<file path="config.mk">
export PLATFORM = sky130hd
export DESIGN_NAME = id_issue
export DESIGN_NICKNAME = d
export VERILOG_FILES = /design/src/rtl/id_issue.sv
export SDC_FILE = /design/constraint.sdc
export NUM_CORES = 1
export LEC_CHECK = 0
export CORE_AREA = 8 8 161 223
export CTS_CLUSTER_SIZE = 24
export DETAILED_ROUTE_END_ITERATION = 16
export DIE_AREA = 0 0 169 231
export PLACE_DENSITY = 0.66
export RECOVER_POWER = 25
export SLEW_MARGIN = 40
export SYNTH_ARGS = -nofsm -noshare
export SYNTH_HDL_FRONTEND = slang
export SYNTH_SLANG_ARGS = --single-unit
</file>
<file path="constraint.sdc">
create_clock -name clk_i -period 3.12 [get_ports clk_i]
set_input_delay 0.624 -clock clk_i [delete_from_list [all_inputs] [get_ports clk_i]]
set_output_delay 0.624 -clock clk_i [all_outputs]
set_load 0.03 [all_outputs]
</file>
<file path="src/rtl/id_issue.sv">
// Decode/issue stage of the RV32I core: decodes register usage, tracks pending
// writes in a scoreboard, stalls RAW/WAW hazards and fills the ID/EX register.
module id_issue #(
    parameter int REG_COUNT  = 32,
    parameter int WORD_SIZE  = 32,
    parameter int REG_ADDR_W = $clog2(REG_COUNT),
    parameter int CNT_W      = 32
) (
    input  logic                  clk_i,
    input  logic                  rst_i,
    input  logic                  ifu_valid_i,
    output logic                  ifu_ready_o,
    input  logic [WORD_SIZE-1:0]  ifu_instr_i,
    input  logic [WORD_SIZE-1:0]  ifu_pc_i,
    output logic [REG_ADDR_W-1:0] rf_raddr0_o,
    output logic [REG_ADDR_W-1:0] rf_raddr1_o,
    input  logic [WORD_SIZE-1:0]  rf_rdata0_i,
    input  logic [WORD_SIZE-1:0]  rf_rdata1_i,
    input  logic                  wb_valid_i,
    input  logic [REG_ADDR_W-1:0] wb_rd_i,
    input  logic                  flush_i,
    output logic                  ex_valid_o,
    input  logic                  ex_ready_i,
    output logic [WORD_SIZE-1:0]  ex_pc_o,
    output logic [WORD_SIZE-1:0]  ex_instr_o,
    output logic [WORD_SIZE-1:0]  ex_rs1_data_o,
    output logic [WORD_SIZE-1:0]  ex_rs2_data_o,
    output logic [REG_ADDR_W-1:0] ex_rd_o,
    output logic                  ex_we_o,
    output logic                  ex_illegal_o,
    output logic [CNT_W-1:0]      stall_cnt_o
);

    localparam logic [6:0] OP_REG    = 7'b0110011;
    localparam logic [6:0] OP_IMM    = 7'b0010011;
    localparam logic [6:0] OP_LOAD   = 7'b0000011;
    localparam logic [6:0] OP_JALR   = 7'b1100111;
    localparam logic [6:0] OP_STORE  = 7'b0100011;
    localparam logic [6:0] OP_BRANCH = 7'b1100011;
    localparam logic [6:0] OP_JAL    = 7'b1101111;
    localparam logic [6:0] OP_LUI    = 7'b0110111;
    localparam logic [6:0] OP_AUIPC  = 7'b0010111;

    typedef struct packed {
        logic [WORD_SIZE-1:0]  pc;
        logic [WORD_SIZE-1:0]  instr;
        logic [WORD_SIZE-1:0]  rs1_data;
        logic [WORD_SIZE-1:0]  rs2_data;
        logic [REG_ADDR_W-1:0] rd;
        logic                  we;
        logic                  illegal;
    } idex_t;

    idex_t                  idex_q, idex_d;
    logic                   ex_valid_q, ex_valid_d;
    logic [REG_COUNT-1:0]   sb_q, sb_d;
    logic [CNT_W-1:0]       stall_cnt_q, stall_cnt_d;

    logic [6:0]             opcode;
    logic [REG_ADDR_W-1:0]  rs1, rs2, rd;
    logic                   use_rs1, use_rs2, use_rd, illegal;
    logic                   we, rs1_busy, rs2_busy, rd_busy, hazard, space, issue;

    assign opcode = ifu_instr_i[6:0];
    assign rs1    = ifu_instr_i[19:15];
    assign rs2    = ifu_instr_i[24:20];
    assign rd     = ifu_instr_i[11:7];

    always_comb begin
        // NOTE: every always_comb output is defaulted first so no path can infer a latch.
        use_rs1 = 1'b0;
        use_rs2 = 1'b0;
        use_rd  = 1'b0;
        illegal = 1'b0;
        case (opcode)
            OP_REG:                    begin use_rs1 = 1'b1; use_rs2 = 1'b1; use_rd = 1'b1; end
            OP_IMM, OP_LOAD, OP_JALR:  begin use_rs1 = 1'b1; use_rd = 1'b1; end
            OP_STORE, OP_BRANCH:       begin use_rs1 = 1'b1; use_rs2 = 1'b1; end
            OP_JAL, OP_LUI, OP_AUIPC:  use_rd = 1'b1;
            default:                   illegal = 1'b1;
        endcase
    end

    // A same-cycle writeback is already visible on the read data, so it masks the pending bit.
    assign rs1_busy = use_rs1 && (rs1 != '0) && sb_q[rs1] && !(wb_valid_i && wb_rd_i == rs1);
    assign rs2_busy = use_rs2 && (rs2 != '0) && sb_q[rs2] && !(wb_valid_i && wb_rd_i == rs2);
    assign we       = use_rd && (rd != '0);
    assign rd_busy  = we && sb_q[rd] && !(wb_valid_i && wb_rd_i == rd);
    assign hazard   = rs1_busy || rs2_busy || rd_busy;

    assign space       = !ex_valid_q || ex_ready_i;
    assign ifu_ready_o = space && !hazard && !flush_i;
    assign issue       = ifu_valid_i && ifu_ready_o;

    always_comb begin
        ex_valid_d  = ex_valid_q;
        idex_d      = idex_q;
        sb_d        = sb_q;
        stall_cnt_d = stall_cnt_q;

        if (issue) begin
            ex_valid_d       = 1'b1;
            idex_d.pc        = ifu_pc_i;
            idex_d.instr     = ifu_instr_i;
            idex_d.rs1_data  = (rs1 == '0) ? '0 : rf_rdata0_i;
            idex_d.rs2_data  = (rs2 == '0) ? '0 : rf_rdata1_i;
            idex_d.rd        = use_rd ? rd : '0;
            idex_d.we        = we;
            idex_d.illegal   = illegal;
        end else if (flush_i || ex_ready_i) begin
            ex_valid_d = 1'b0;
        end

        // Clears first so that a set in the same cycle wins.
        if (wb_valid_i) sb_d[wb_rd_i] = 1'b0;
        if (flush_i && ex_valid_q && idex_q.we) sb_d[idex_q.rd] = 1'b0;
        if (issue && we) sb_d[rd] = 1'b1;
        sb_d[0] = 1'b0;

        if (ifu_valid_i && hazard && !flush_i && (stall_cnt_q != '1))
            stall_cnt_d = stall_cnt_q + CNT_W'(1);
    end

    always_ff @(posedge clk_i) begin
        // NOTE: sequential state uses non-blocking assignments so every flop samples pre-edge values.
        if (rst_i) begin
            // NOTE: the scoreboard is a flop vector, not a RAM, so reset clears it like any other state.
            ex_valid_q  <= 1'b0;
            idex_q      <= '0;
            sb_q        <= '0;
            stall_cnt_q <= '0;
        end else begin
            ex_valid_q  <= ex_valid_d;
            idex_q      <= idex_d;
            sb_q        <= sb_d;
            stall_cnt_q <= stall_cnt_d;
        end
    end

    assign rf_raddr0_o   = rs1;
    assign rf_raddr1_o   = rs2;
    assign ex_valid_o    = ex_valid_q;
    assign ex_pc_o       = idex_q.pc;
    assign ex_instr_o    = idex_q.instr;
    assign ex_rs1_data_o = idex_q.rs1_data;
    assign ex_rs2_data_o = idex_q.rs2_data;
    assign ex_rd_o       = idex_q.rd;
    assign ex_we_o       = idex_q.we;
    assign ex_illegal_o  = idex_q.illegal;
    assign stall_cnt_o   = stall_cnt_q;

endmodule

</file>
==> flow_summary.yaml <==
layout:
  instances_no_fill: 1897
  drive_above_1_share_pct: 16.54
  nFillCells: 3141
  multi_input_comb_area_um2: 5383
  ff_latch_area_um2: 3995
  antennaDiodeCount: 0
  syn_to_final_growth_pct: 53.94
  finalNetCount: 1586
logic_synthesis:
  synth_fp_nets: 1212
  async_flop_share_pct: 0
  yosysUniqueCellTypes: 59
  synth_top_area_cell: "dfxtp_1"
  synth_area_um2: 9609
  yosysTopAreaCellShare_pct: 41.46
  synth.area.top_cells: "dfxtp_1 41%, mux2i_1 9.2%, nand2b_1 5.1%"
  syn_inst: 1072
  synth_flop_cell: "dfxtp_1"
  syn_avg_cell_area_um2: 8.964
  synth_edf_count: 0
  ys_ff_latch: 199
  yosys_warnings: 0
  seq_area_frac_synth_pct: 41.46
pwr:
  leakage_nw: 5.556
  power.total_mw: 5.999
  irDropWorstVdd_uv: 282.5
  p_per_area_nw_per_um2: 405.5
placement:
  place_ws_ps: -1205
  place_inst: 1848
  dp_hpwl_um: 26440
  place_congestion: 0.9281
  port_buffers: 317
critical_path:
  cp_data_arrival_time_ps: 2550
  slowest_delay_ps: 520
  worstPathMaxFanout: 2
  path_delay_family: "buffers and inverters"
  cp_cell_sequence: "clkdlybuf4s15_1, buf_4, mux4_2, nor2_4, a211oi_2, o211ai_1, o21ai_4, nor4b_4, buf_6"
  cp-start-kind: "primary input"
  worst-path-buf-inv: 3
  cp-end-kind: "output port"
  critPathKind: "primary input to output port"
  worstPathRequired_ps: 2500
  slowest_stage: "mux4_2"
drt:
  routed-via-count: 9640
  routed_wl_um: 36340
  avgRoutedWirePerCell_um: 19.15
  drt_first_pass_iters: 8
  viasPerCell: 5.082
  antenna_left: 0
  drc: 0
  drtIter0Drc: 636
grt:
  grt_max_degree: 111
  antenna_found_initial: 0
  grt_pass1_wl_um: 54900
  track_usage_pct: 17.90
  overflow: 0
  grt_pass1_vias: 9431
clock_network:
  cts.sinks: 199
  root_buffer: "clkbuf_16"
  clk_latency_ps: 450
  cts_tree: "yes"
  cts_made_buffers: 17
  htreeDepth: 4
  clk_pin_slew_worst_paths_ps: 70
  clk_path_buf_depth: 2
sta:
  hold_viol_final: 0
  period_needed_ps: 3171
  fmax_mhz: 315.4
  slew_headroom_pct: 60.20
  finalCritPeriodShare_pct: 101.6
  rsz0062_at_grt: "true"
  fin_hold_ws_ps: 468.3
  maxSlewViolCount: 0
  finalWorstSetupSlack_ps: -50.58
  skew_ps: 14.05
  setup_viol: 1
  worst_slew_pin_slew_ps: 596.9
die:
  std_cell_rows: 78
  start_util_pct: 29.66
  fp.dieH_um: 231
  dieWidth_um: 169
  dieArea_um2: 39040
  core_area_um2: 32400
  num_io_pins: 318
status:
  outcome: "finished with violations"
  violations: "negative setup slack"
worst_hold_path:
  hold_path_class: "register to register"
job:
  drv_cap: 0
-- report_power, final --
part	switching (mW)	leakage, nW	internal [mW]
registers	0.0430	1.62	2.62
clock network	1.04	0.280	1.19
logic	0.582	3.65	0.516
total	1.67	5.56	4.33
-- logic make-up (layout without fill, tap and decap cells) --
group	count (synthesis)	count (layout)	share of synthesized area [%]
xor gates and xnor gates	19	19	1.732
AOI/OAI and AO/OA	208	209	14.09
DFF	199	199	41.46
buffers and inverters	98	482	5.234
muxes	112	112	12.92
and+or+nand+nor	435	435	24.44
adders and majority gates	1	1	0.1302
-- cell usage in the layout (no fill, tap or decap), types with 26 or more instances in the layout --
cell type	count
clkdlybuf4s50_1	195
dfxtp_1	194
buf_4	110
nor2_1	96
nand3_1	94
o21ai_0	94
dlygate4sd3_1	93
mux2i_1	88
nand2b_1	76
nor2b_1	51
o221ai_1	32
nand2_1	26
-- worst reg2reg max path, stage by stage (launching register included) --
cell and delay (ps):
dfxtp_4 380, mux2i_1 70, mux4_2 460, a22o_1 210, or4_4 600, o21ai_4 140, buf_4 230, o21ai_4 150
nor4_1 340, mux2_2 370
-- synthesized netlist by cell type, types with 6 or more instances --
cell	n
a2111oi_0	6
a21oi_1	20
buf_2	21
buf_4	13
buf_6	8
clkbuf_1	45
dfxtp_1	199
inv_1	6
mux2_2	12
mux2i_1	88
mux4_2	8
nand2_1	27
nand2b_1	78
nand3_1	95
nand3b_1	14
nand4_1	7
nor2_1	98
nor2b_1	53
nor3_1	7
nor4_1	11
o21ai_0	96
o221ai_1	33
o22ai_1	7
o31ai_1	20
or3_1	18
or3b_2	6
or4_1	6
xnor2_1	9
xor2_1	10
-- flip-flops by register name (all words and copies together) (netlist names) --
| name | count |
|---|---|
| sb_q | 31 |
| ex_pc_o | 32 |
| ex_valid_o | 1 |
| ex_rs2_data_o | 32 |
| ex_rd_o | 5 |
| ex_instr_o | 32 |
| stall_cnt_o | 32 |
| ex_rs1_data_o | 32 |
| ex_we_o | 1 |
| ex_illegal_o | 1 |
-- cell type report --
| class | instances | share of cell area, % |
|---|---|---|
| timing repair buffer | 446 | 28.88 |
| clock buffer | 18 | 2.901 |
| sequential | 199 | 27.01 |
| inverter | 6 | 0.1522 |
| clock inverter | 12 | 0.9558 |
| multi-input combinational | 776 | 36.39 |
| tap | 440 | 3.722 |
-- final timing paths --
kind,start,end,slack (ps),depth (start not counted)
max,ifu_instr_i[8],ifu_ready_o,-50,9
min,ex_rs1_data_o[16]$_SDFFE_PP0P_,ex_rs1_data_o[16]$_SDFFE_PP0P_,470,2
max reg2reg,sb_q[6]$_SDFF_PP0_,stall_cnt_o[22]$_SDFFE_PP0P_,70,9
min reg2reg,ex_rs1_data_o[16]$_SDFFE_PP0P_,ex_rs1_data_o[16]$_SDFFE_PP0P_,470,2
-- stage by stage --
step,TNS [ps],utilization [%],cell area (µm²)
2_1_floorplan,0,-,9624
3_3_place_gp,-172920,42.62,13810
3_5_place_dp,-166760,42.62,13810
4_1_cts,-62.38,45.50,14740
5_1_grt,-109.5,45.66,14790
6_report,-50.58,45.66,14790
-- metal layers --
metal	wire [µm]	GRT usage, %	part of all wire, %
met1	13640	19.55	38
met2	18970	31.92	52
met3	2193	4.099	6.0
met4	1541	9.093	4.2
met5	0	0	0
-- repair_timing --
action / 4_1_cts / 5_1_grt
endpoints found under the setup margin: 200 / 21
cloned: 2 / 1
pin swaps: 25 / 9
hold buffers: 0 / 0
gates resized for setup: 103 / 19
setup buffers: 18 / 1
Note: power is estimated with default switching activity, not from simulation.
